### config.mk
export PLATFORM = sky130hd
export DESIGN_NAME = exe_muldiv_unit_flat
export DESIGN_NICKNAME = d
export VERILOG_FILES = /design/src/rtl/exe_muldiv_unit_if.sv /design/src/rtl/exe_muldiv_unit.sv /design/src/flat_wrapper.sv
export SDC_FILE = /design/constraint.sdc
export NUM_CORES = 1
export LEC_CHECK = 0
export CAP_MARGIN = 20
export CORE_AREA = 2 2 187 189
export DETAILED_ROUTE_END_ITERATION = 10
export DIE_AREA = 0 0 189 191
export GPL_ROUTABILITY_DRIVEN = 1
export PLACE_DENSITY = 0.68
export SYNTH_ARGS = -nofsm -noshare
export SYNTH_HDL_FRONTEND = slang
export SYNTH_SLANG_ARGS = --single-unit
### constraint.sdc
create_clock -name clk -period 4.16 [get_ports clk]
set_input_delay 0.624 -clock clk [delete_from_list [all_inputs] [get_ports clk]]
set_output_delay 0.624 -clock clk [all_outputs]
set_load 0.05 [all_outputs]
### src/rtl/exe_muldiv_unit_if.sv
// Handshake and result bus between the execute stage and the multi-cycle mul/div unit.
// Vectors use the pipeline's [0:N] numbering: bit 0 is the MSB.
interface exe_muldiv_unit_if #(
  parameter int WIDTH = 32,
  parameter int TAG_W = 7
);
  logic               in_valid;
  logic               in_ready;
  logic [0:1]         in_op;
  logic [0:WIDTH-1]   in_a;
  logic [0:WIDTH-1]   in_b;
  logic [0:TAG_W-1]   in_tag;
  logic               flush;
  logic               out_stall;
  logic               out_valid;
  logic [0:WIDTH-1]   out_lo;
  logic [0:WIDTH-1]   out_hi;
  logic [0:TAG_W-1]   out_tag;
  logic               out_div_zero;

  modport master (
    output in_valid, in_op, in_a, in_b, in_tag, flush, out_stall,
    input  in_ready, out_valid, out_lo, out_hi, out_tag, out_div_zero
  );

  modport slave (
    input  in_valid, in_op, in_a, in_b, in_tag, flush, out_stall,
    output in_ready, out_valid, out_lo, out_hi, out_tag, out_div_zero
  );
endinterface

### src/rtl/exe_muldiv_unit.sv
// Iterative multiply/divide unit: one result bit per cycle on operand magnitudes,
// signs applied in a final fix-up cycle, result held with its tag until taken.
module exe_muldiv_unit #(
  parameter int WIDTH = 32,
  parameter int TAG_W = 7
) (
  input logic              clk,
  input logic              reset,
  exe_muldiv_unit_if.slave bus
);
  // state | meaning
  // IDLE  | ready, waiting for an operation
  // BUSY  | one shift-add / shift-subtract step per cycle
  // FIX   | apply signs, load result registers
  // DONE  | result presented until downstream takes it
  localparam int CNT_W = $clog2(WIDTH + 1);

  typedef enum logic [1:0] {IDLE, BUSY, FIX, DONE} state_t;

  state_t             state, state_nxt;
  logic [CNT_W-1:0]   count;
  logic               is_div, neg_res, neg_rem, div_zero;
  logic [TAG_W-1:0]   tag_q;
  logic [WIDTH-1:0]   opnd, acc_hi, acc_lo;
  logic [WIDTH-1:0]   out_lo_q, out_hi_q;
  logic [TAG_W-1:0]   out_tag_q;
  logic               out_dz_q;

  logic [1:0]         op_in;
  logic [WIDTH-1:0]   a_in, b_in, a_mag, b_mag;
  logic               a_neg, b_neg, accept;

  assign op_in  = bus.in_op;
  assign a_in   = bus.in_a;
  assign b_in   = bus.in_b;
  assign a_neg  = op_in[0] & a_in[WIDTH-1];
  assign b_neg  = op_in[0] & b_in[WIDTH-1];
  // Magnitude of the most-negative value is 2^(WIDTH-1), still exact as unsigned.
  assign a_mag  = a_neg ? -a_in : a_in;
  assign b_mag  = b_neg ? -b_in : b_in;
  assign accept = (state == IDLE) && bus.in_valid && !bus.flush;

  // Per-cycle step; the mul sum carries one extra bit that shifts into acc_hi.
  logic [WIDTH:0]     mul_sum, rem_sh, rem_diff;
  logic               rem_ge;
  logic [WIDTH-1:0]   step_hi, step_lo;

  always_comb begin
    mul_sum  = {1'b0, acc_hi} + (acc_lo[0] ? {1'b0, opnd} : {(WIDTH+1){1'b0}});
    rem_sh   = {acc_hi, acc_lo[WIDTH-1]};
    rem_diff = rem_sh - {1'b0, opnd};
    rem_ge   = (rem_sh >= {1'b0, opnd});
    if (is_div) begin
      step_hi = rem_ge ? rem_diff[WIDTH-1:0] : rem_sh[WIDTH-1:0];
      step_lo = {acc_lo[WIDTH-2:0], rem_ge};
    end else begin
      step_hi = mul_sum[WIDTH:1];
      step_lo = {mul_sum[0], acc_lo[WIDTH-1:1]};
    end
  end

  logic [2*WIDTH-1:0] prod, prod_fix;
  logic [WIDTH-1:0]   quo_fix, rem_fix;

  assign prod     = {acc_hi, acc_lo};
  assign prod_fix = neg_res ? -prod : prod;
  assign quo_fix  = div_zero ? {WIDTH{1'b1}} : (neg_res ? -acc_lo : acc_lo);
  assign rem_fix  = neg_rem ? -acc_hi : acc_hi;

  always_ff @(posedge clk or negedge reset) begin
    if (!reset) state <= IDLE;
    else        state <= state_nxt;
  end

  always_comb begin
    state_nxt = state;
    case (state)
      IDLE: if (accept) state_nxt = BUSY;
      BUSY: begin
        if (bus.flush)                   state_nxt = IDLE;
        else if (count == CNT_W'(1))     state_nxt = FIX;
      end
      FIX:  state_nxt = bus.flush ? IDLE : DONE;
      DONE: if (bus.flush || !bus.out_stall) state_nxt = IDLE;
      default: state_nxt = IDLE;
    endcase
  end

  always_ff @(posedge clk or negedge reset) begin
    if (!reset) begin
      count     <= '0;
      is_div    <= 1'b0;
      neg_res   <= 1'b0;
      neg_rem   <= 1'b0;
      div_zero  <= 1'b0;
      tag_q     <= '0;
      opnd      <= '0;
      acc_hi    <= '0;
      acc_lo    <= '0;
      out_lo_q  <= '0;
      out_hi_q  <= '0;
      out_tag_q <= '0;
      out_dz_q  <= 1'b0;
    end else begin
      if (accept) begin
        is_div   <= op_in[1];
        neg_res  <= a_neg ^ b_neg;
        neg_rem  <= a_neg;
        div_zero <= op_in[1] && (b_in == '0);
        tag_q    <= bus.in_tag;
        count    <= CNT_W'(WIDTH);
        acc_hi   <= '0;
        if (op_in[1]) begin
          acc_lo <= a_mag;
          opnd   <= b_mag;
        end else begin
          acc_lo <= b_mag;
          opnd   <= a_mag;
        end
      end else if (state == BUSY) begin
        count  <= count - CNT_W'(1);
        acc_hi <= step_hi;
        acc_lo <= step_lo;
      end

      if ((state == FIX) && !bus.flush) begin
        out_tag_q <= tag_q;
        out_dz_q  <= div_zero;
        if (is_div) begin
          out_lo_q <= quo_fix;
          out_hi_q <= rem_fix;
        end else begin
          out_lo_q <= prod_fix[WIDTH-1:0];
          out_hi_q <= prod_fix[2*WIDTH-1:WIDTH];
        end
      end
    end
  end

  assign bus.in_ready     = (state == IDLE);
  assign bus.out_valid    = (state == DONE);
  assign bus.out_lo       = out_lo_q;
  assign bus.out_hi       = out_hi_q;
  assign bus.out_tag      = out_tag_q;
  assign bus.out_div_zero = out_dz_q;
endmodule

### src/flat_wrapper.sv
// flat-port wrapper written by rule: the top's interface ports become plain ports
module exe_muldiv_unit_flat 
#(
  parameter int WIDTH = 32,
  parameter int TAG_W = 7
)
  (clk, reset, bus_in_valid, bus_in_op, bus_in_a, bus_in_b, bus_in_tag, bus_flush, bus_out_stall, bus_in_ready, bus_out_valid, bus_out_lo, bus_out_hi, bus_out_tag, bus_out_div_zero);
  exe_muldiv_unit_if #(.WIDTH(WIDTH), .TAG_W(TAG_W)) bus_i ();
  input logic clk;
  input logic reset;
  input wire logic [$bits(bus_i.in_valid)-1:0] bus_in_valid;
  input wire logic [$bits(bus_i.in_op)-1:0] bus_in_op;
  input wire logic [$bits(bus_i.in_a)-1:0] bus_in_a;
  input wire logic [$bits(bus_i.in_b)-1:0] bus_in_b;
  input wire logic [$bits(bus_i.in_tag)-1:0] bus_in_tag;
  input wire logic [$bits(bus_i.flush)-1:0] bus_flush;
  input wire logic [$bits(bus_i.out_stall)-1:0] bus_out_stall;
  output wire logic [$bits(bus_i.in_ready)-1:0] bus_in_ready;
  output wire logic [$bits(bus_i.out_valid)-1:0] bus_out_valid;
  output wire logic [$bits(bus_i.out_lo)-1:0] bus_out_lo;
  output wire logic [$bits(bus_i.out_hi)-1:0] bus_out_hi;
  output wire logic [$bits(bus_i.out_tag)-1:0] bus_out_tag;
  output wire logic [$bits(bus_i.out_div_zero)-1:0] bus_out_div_zero;
  assign bus_i.in_valid = bus_in_valid;
  assign bus_i.in_op = bus_in_op;
  assign bus_i.in_a = bus_in_a;
  assign bus_i.in_b = bus_in_b;
  assign bus_i.in_tag = bus_in_tag;
  assign bus_i.flush = bus_flush;
  assign bus_i.out_stall = bus_out_stall;
  assign bus_in_ready = bus_i.in_ready;
  assign bus_out_valid = bus_i.out_valid;
  assign bus_out_lo = bus_i.out_lo;
  assign bus_out_hi = bus_i.out_hi;
  assign bus_out_tag = bus_i.out_tag;
  assign bus_out_div_zero = bus_i.out_div_zero;
  exe_muldiv_unit #(.WIDTH(WIDTH), .TAG_W(TAG_W)) u_core (.clk(clk), .reset(reset), .bus(bus_i));
endmodule
==> flow_summary.toml, run 1 <==
[sta]
hold_slack_ns = 0.256
fin_skew_ns = 0.0191
slew_violations = 0
worst_pin_slew_ns = 0.894
rsz0062_at_grt = "no"
setup_viol = 0
period_minus_slack_ns = 3.78
hold_violations = 0
setup_tns_ns = 0
max_freq_mhz = 265
period_share_pct = 90.8
slew_headroom_pct = 39.8

[yosys]
syn-num-nets = 2103
ys_seq_area_share_pct = 30.9
synth-seq-cells = 187
synth_top_area_cell = "dfrtp_1"
syn-mean-instance-area_um2 = 7.76
synth-edff-count = 0
yosys_warnings = 0
synth_ff_type = "dfrtp_1"
async_flop_share_pct = 100
syn_inst = 1953
synth_area_leaders = "dfrtp_1 31%, nand2_1 6.4%, a21oi_1 5.8%"
synth_top_area_share_pct = 30.9
ys_types = 78
synth_area_um2 = 15100

[clock_tree]
cts_hold_buf = 0
numClockSinks = 187
cts_resized = 0
root_buffer = "clkbuf_16"
postCtsSetupRepairBufs = 0
clockBufferDepth = 2
htree_num_levels = 4
cts_tree = "yes"
numCtsBuffers = 17
clkTransAtPathRegs_ns = 0.09
clk_latency_ns = 0.46

[floorplan]
core_um2 = 34100
row_count = 68
start_util_pct = 44.4
die_h_um = 191
die_w_um = 189
die_area_um2 = 36100
io_pins = 152

[critical_path]
required_ns = 4.51
criticalPathCategory = "flip-flop to flip-flop"
crit_fanout = 30
crit_arrival_ns = 4.12
start_kind = "flip-flop"
endpoint_kind = "flip-flop"
crit_chain = "inv_1 -> buf_4 -> nor2_1 -> ha_1 -> a21o_1 -> a21o_1 -> a221o_1 -> a211o_1 -> o21ai_1 -> o21a_1 -> o21ai_1 -> a311oi_1 -> xor2_1 -> a21oi_1"
slowest_stage = "dfrtp_1"
critPathMaxStageDelay_ns = 0.45

[drt]
via_per_inst = 5.87
first_iter_violations = 1439
drt_wl_total_um = 49800
postRouteAntennaNets = 0
vias = 14800
drc = 0
first_pass_iters = 8
post_drt_wl_per_cell_um = 19.7

[run]
cap_violations = 0

[finish]
drive_gt1_share_pct = 6.08
layout.nets = 2210
nFillCells = 3328
n_antenna_cell = 0
syn2layout_area_growth_pct = 17.6

[hold_path]
hold_class = "input pin to asynchronous set/reset pin"

[grt]
grt.total_usage_pct = 27.5
overflow = 0
grt_pass1_vias = 13900
grt_pass1_wl_um = 78200
grt_max_degree = 95
antenna_found_initial = 0

[power_and_ir_drop]
power_density_nw_per_um2 = 732
vdd_drop_max_uv = 445
p_leak_nw = 7.54

[placed_design]
io_buffers = 151
dp_hpwl_um = 38500
place.gp.congestion = 0.927

[run_status]
status = "complete, no violations"
worst max-delay path, delay by kind of cell (launching register included):
kind                     cells  cell delay (ns)
AO/OA/AOI/OAI                9             2.07
buffers and inverters        2             0.46
flip-flops                   1             0.45
adder cells (fa/ha/maj)      1             0.37
XOR/XNOR                     1             0.20
AND/OR/NAND/NOR              1             0.10
per-stage QoR:
stage          std cells  power (mW)  instance area, um^2  util, %  worst slack (ns)
2_1_floorplan       1953        8.72                15100        -             0.856
3_3_place_gp        2496        11.2                17200     50.5             0.484
3_5_place_dp        2496        11.3                17200     50.5             0.434
4_1_cts             2528        13.0                17800     52.2             0.398
5_1_grt             2528        13.9                17800     52.2             0.165
6_report            2528        13.0                17800     52.2             0.382
flip-flops by register name, summed over array words and instances, names as in the netlist, 2 cells and up:
name and cells:
u_core.bus.out_lo 32, u_core.acc_lo 32, u_core.bus.out_hi 32, u_core.tag_q 7, u_core.state 2, u_core.count 6
u_core.acc_hi 32, u_core.opnd 32, u_core.bus.out_tag 7
cell families after synthesis:
group	Yosys count	synth area share (%)
AO/OA/AOI/OAI	594	23.9
multiplexers	56	3.72
XOR/XNOR	174	10.1
flip-flops	187	30.9
AND/OR/NAND/NOR	679	20.5
adder cells (fa/ha/maj)	72	6.05
buffers and inverters	191	4.96
layout make-up:
| class | count | area (um^2) | share of cell area (%) |
|---|---|---|---|
| Clock buffer | 17 | 425 | 2.39 |
| Clock inverter | 15 | 160 | 0.899 |
| Inverter | 69 | 259 | 1.45 |
| Multi-Input combinational cell | 1575 | 9740 | 54.7 |
| Sequential cell | 187 | 4680 | 26.3 |
| Tap cell | 455 | 569 | 3.20 |
| Timing Repair Buffer | 210 | 1980 | 11.1 |
cell usage after synthesis, types with 4 or more instances:
cell type  count
buf_2          5
mux2i_1       54
nor3_1        41
o21ai_0      119
and2_1        10
a211oi_1      10
dfrtp_1      187
nand3_1       45
o211ai_1      51
a31oi_1       28
o21ai_1       72
nor4_1        21
o21a_1        15
nand2_1      260
nor2b_1       11
buf_1         10
ha_1          70
o31a_1         4
a22oi_1        7
nand3b_1       5
xor2_1        77
a22o_1         5
a21oi_1      177
nor2_1       202
nand2b_1      17
xnor2_1       97
and3_1         4
o221ai_1      11
nand4_1       17
or3_1         11
o41ai_1        6
clkbuf_1     101
or4_4          5
o21bai_1       8
o31ai_1       17
inv_1         69
a21o_1        27
or4_1          9
worst paths after layout:
kind	to	cells past startpoint	slack, ns	start
worst min register to register	u_core.bus.out_tag[4]$_DFFE_PN0P_	2	0.47	u_core.tag_q[2]$_DFFE_PN0P_
worst min-delay path	u_core.bus.out_hi[19]$_DFFE_PN0P_	1	0.26	reset
worst max-delay path	u_core.acc_hi[30]$_DFFE_PN0P_	14	0.38	u_core.acc_lo[0]$_DFFE_PN0P_
worst max register to register	u_core.acc_hi[30]$_DFFE_PN0P_	14	0.38	u_core.acc_lo[0]$_DFFE_PN0P_
min in group clk	u_core.bus.out_tag[4]$_DFFE_PN0P_	2	0.47	u_core.tag_q[2]$_DFFE_PN0P_
max in group asynchronous	u_core.is_div$_DFFE_PN0P_	2	2.76	reset
cells in the final DEF (no fill, tap or decap), types with 57 or more instances in the layout:
cell / count
nor2_1: 201
o21ai_0: 119
clkdlybuf4s50_1: 149
xnor2_1: 97
dfrtp_1: 186
ha_1: 70
o21ai_1: 72
nand2_1: 259
buf_4: 57
a21oi_1: 176
inv_1: 69
xor2_1: 77
power breakdown:
| part | switching (mW) | internal [mW] | total (mW) |
|---|---|---|---|
| combinational | 5.09 | 3.12 | 8.21 |
| clock | 0.845 | 0.803 | 1.65 |
| sequential | 0.739 | 2.45 | 3.19 |
| total | 6.67 | 6.37 | 13.0 |
metal layers:
metal / GRT usage, % / vias up / share of wire, %
li1: - / 7131 / -
met1: 39.1 / 7067 / 45
met2: 43.8 / 574 / 45
met3: 3.67 / 66 / 7.1
met4: 7.51 / 0 / 2.1
met5: 0 / - / 0
No activity file was read; power rests on OpenSTA's default activity.
==> inputs of run 2 (changes only) <==
--- a/config.mk
+++ b/config.mk
@@ -5,12 +5,12 @@
 export SDC_FILE = /design/constraint.sdc
 export NUM_CORES = 1
 export LEC_CHECK = 0
-export CAP_MARGIN = 20
 export CORE_AREA = 2 2 187 189
 export DETAILED_ROUTE_END_ITERATION = 10
 export DIE_AREA = 0 0 189 191
 export GPL_ROUTABILITY_DRIVEN = 1
 export PLACE_DENSITY = 0.68
+export SLEW_MARGIN = 5
 export SYNTH_ARGS = -nofsm -noshare
 export SYNTH_HDL_FRONTEND = slang
 export SYNTH_SLANG_ARGS = --single-unit
==> constraint.sdc (replaced) <==
create_clock -name clk -period 4.16 [get_ports clk]
set_input_delay 0.832 -clock clk [delete_from_list [all_inputs] [get_ports clk]]
set_output_delay 0.832 -clock clk [all_outputs]
set_load 0.05 [all_outputs]
==> flow_summary.toml, run 2 (same netlist as run 1, synthesis figures left out) <==
[run_status]
status = "complete, no violations"

[drt]
first_iter_violations = 1444
post_drt_wl_per_cell_um = 19.3
drt_wl_total_um = 48600
drc = 0
postRouteAntennaNets = 0
via_per_inst = 5.87
vias = 14800
first_pass_iters = 7

[sta]
period_share_pct = 87.8
hold_violations = 0
worst_pin_slew_ns = 0.959
period_minus_slack_ns = 3.65
slew_headroom_pct = 36.0
setup_viol = 0
rsz0062_at_grt = "no"
fin_skew_ns = 0.0157
slew_violations = 0
setup_tns_ns = 0
max_freq_mhz = 274

[grt]
antenna_found_initial = 0
grt.total_usage_pct = 26.6
grt_pass1_wl_um = 75700
overflow = 0
grt_pass1_vias = 13700
grt_max_degree = 93

[floorplan]
row_count = 68
start_util_pct = 44.4
die_area_um2 = 36100
io_pins = 152
die_w_um = 189
die_h_um = 191
core_um2 = 34100

[power_and_ir_drop]
p_seq_share_pct = 24.9
internal_power_mw = 6.45
p_leak_nw = 7.53
pwr-share-clk_pct = 13.1
vdd_drop_max_uv = 464
p_comb_share_pct = 62.0
power_density_nw_per_um2 = 732
power.switching_mw = 6.58
p_total_mw = 13.0
swShare_pct = 50.5

[hold_path]
hold_class = "input pin to asynchronous set/reset pin"

[critical_path]
start_kind = "flip-flop"
crit_buf_inv = 2
slowest_stage = "dfrtp_1"
critPathMaxStageDelay_ns = 0.60
crit_chain = "ha_1 -> inv_1 -> fa_1 -> nor2b_1 -> o31a_1 -> o31ai_1 -> a21oi_1 -> a31oi_1 -> o21ai_1 -> a41oi_1 -> buf_4 -> o211ai_1 -> xnor2_1 -> a221o_1"
crit_arrival_ns = 3.98
crit_fanout = 9
path_delay_family = "compound AO/OA/AOI/OAI gates"
endpoint_kind = "flip-flop"
required_ns = 4.49
criticalPathCategory = "flip-flop to flip-flop"

[placed_design]
place.gp.congestion = 0.939
io_buffers = 151
dpl_cell_area_um2 = 17200
dp_hpwl_um = 37500

[clock_tree]
clk_latency_ns = 0.46
htree_num_levels = 4
cts_hold_buf = 0
clkTransAtPathRegs_ns = 0.07
cts_resized = 0
clockBufferDepth = 2
postCtsSetupRepairBufs = 0
root_buffer = "clkbuf_16"
cts_tree = "yes"
numCtsBuffers = 17
numClockSinks = 187

[finish]
drive_gt1_share_pct = 5.76
layout.nets = 2204
nFillCells = 3254
stdcell_area_um2 = 17800
syn2layout_area_growth_pct = 17.5
n_antenna_cell = 0
final_common_cell = "nand2_1"
mostFrequentLayoutCells = "259 x nand2_1, 201 x nor2_1, 186 x dfrtp_1"

[run]
cap_violations = 0
[run 2: power groups by stage]
stage / clock [mW] / sequential (mW) / combinational, mW
2_1_floorplan: 0 / 3.96 / 4.76
3_3_place_gp: 0 / 3.22 / 7.89
3_5_place_dp: 0 / 3.25 / 7.97
4_1_cts: 1.72 / 3.22 / 8.01
5_1_grt: 1.80 / 3.32 / 8.76
6_report: 1.70 / 3.25 / 8.08
[run 2: layer usage]
metal / vias up / share of wire, % / GRT usage (%)
li1: 7155 / - / -
met3: 68 / 7.7 / 3.75
met2: 594 / 44 / 41.0
met5: - / 0 / 0
met4: 0 / 2.7 / 9.04
met1: 6997 / 46 / 38.3
[run 2: layout make-up]
cell class	instances	area [um^2]	share of cell area (%)
Timing Repair Buffer	204	1940	10.9
Clock inverter	13	161	0.907
Sequential cell	187	4680	26.3
Inverter	69	259	1.46
Tap cell	455	569	3.20
Multi-Input combinational cell	1575	9740	54.7
Clock buffer	19	443	2.49
[run 2: through the flow]
step	hold slack (ns)	setup slack [ns]	std cells	util, %
floorplan	0.439	0.856	1953	-
global placement	0.443	0.395	2490	50.4
detailed placement	0.449	0.396	2490	50.4
CTS	0.394	0.560	2522	52.2
global route	0.409	0.312	2522	52.2
finish	0.375	0.508	2522	52.2
[run 2: path summary, 6_finish.rpt]
| kind | start | endpoint | slack, ns | cells after the start |
|---|---|---|---|---|
| max | u_core.acc_hi[0]$_DFFE_PN0P_ | u_core.acc_hi[29]$_DFFE_PN0P_ | 0.51 | 14 |
| min | reset | u_core.bus.out_hi[19]$_DFFE_PN0P_ | 0.38 | 1 |
| max reg2reg | u_core.acc_hi[0]$_DFFE_PN0P_ | u_core.acc_hi[29]$_DFFE_PN0P_ | 0.51 | 14 |
| min reg2reg | u_core.tag_q[0]$_DFFE_PN0P_ | u_core.bus.out_tag[6]$_DFFE_PN0P_ | 0.47 | 2 |
| max in group asynchronous | reset | u_core.opnd[30]$_DFFE_PN0P_ | 2.70 | 2 |
| min in group clk | u_core.tag_q[0]$_DFFE_PN0P_ | u_core.bus.out_tag[6]$_DFFE_PN0P_ | 0.47 | 2 |
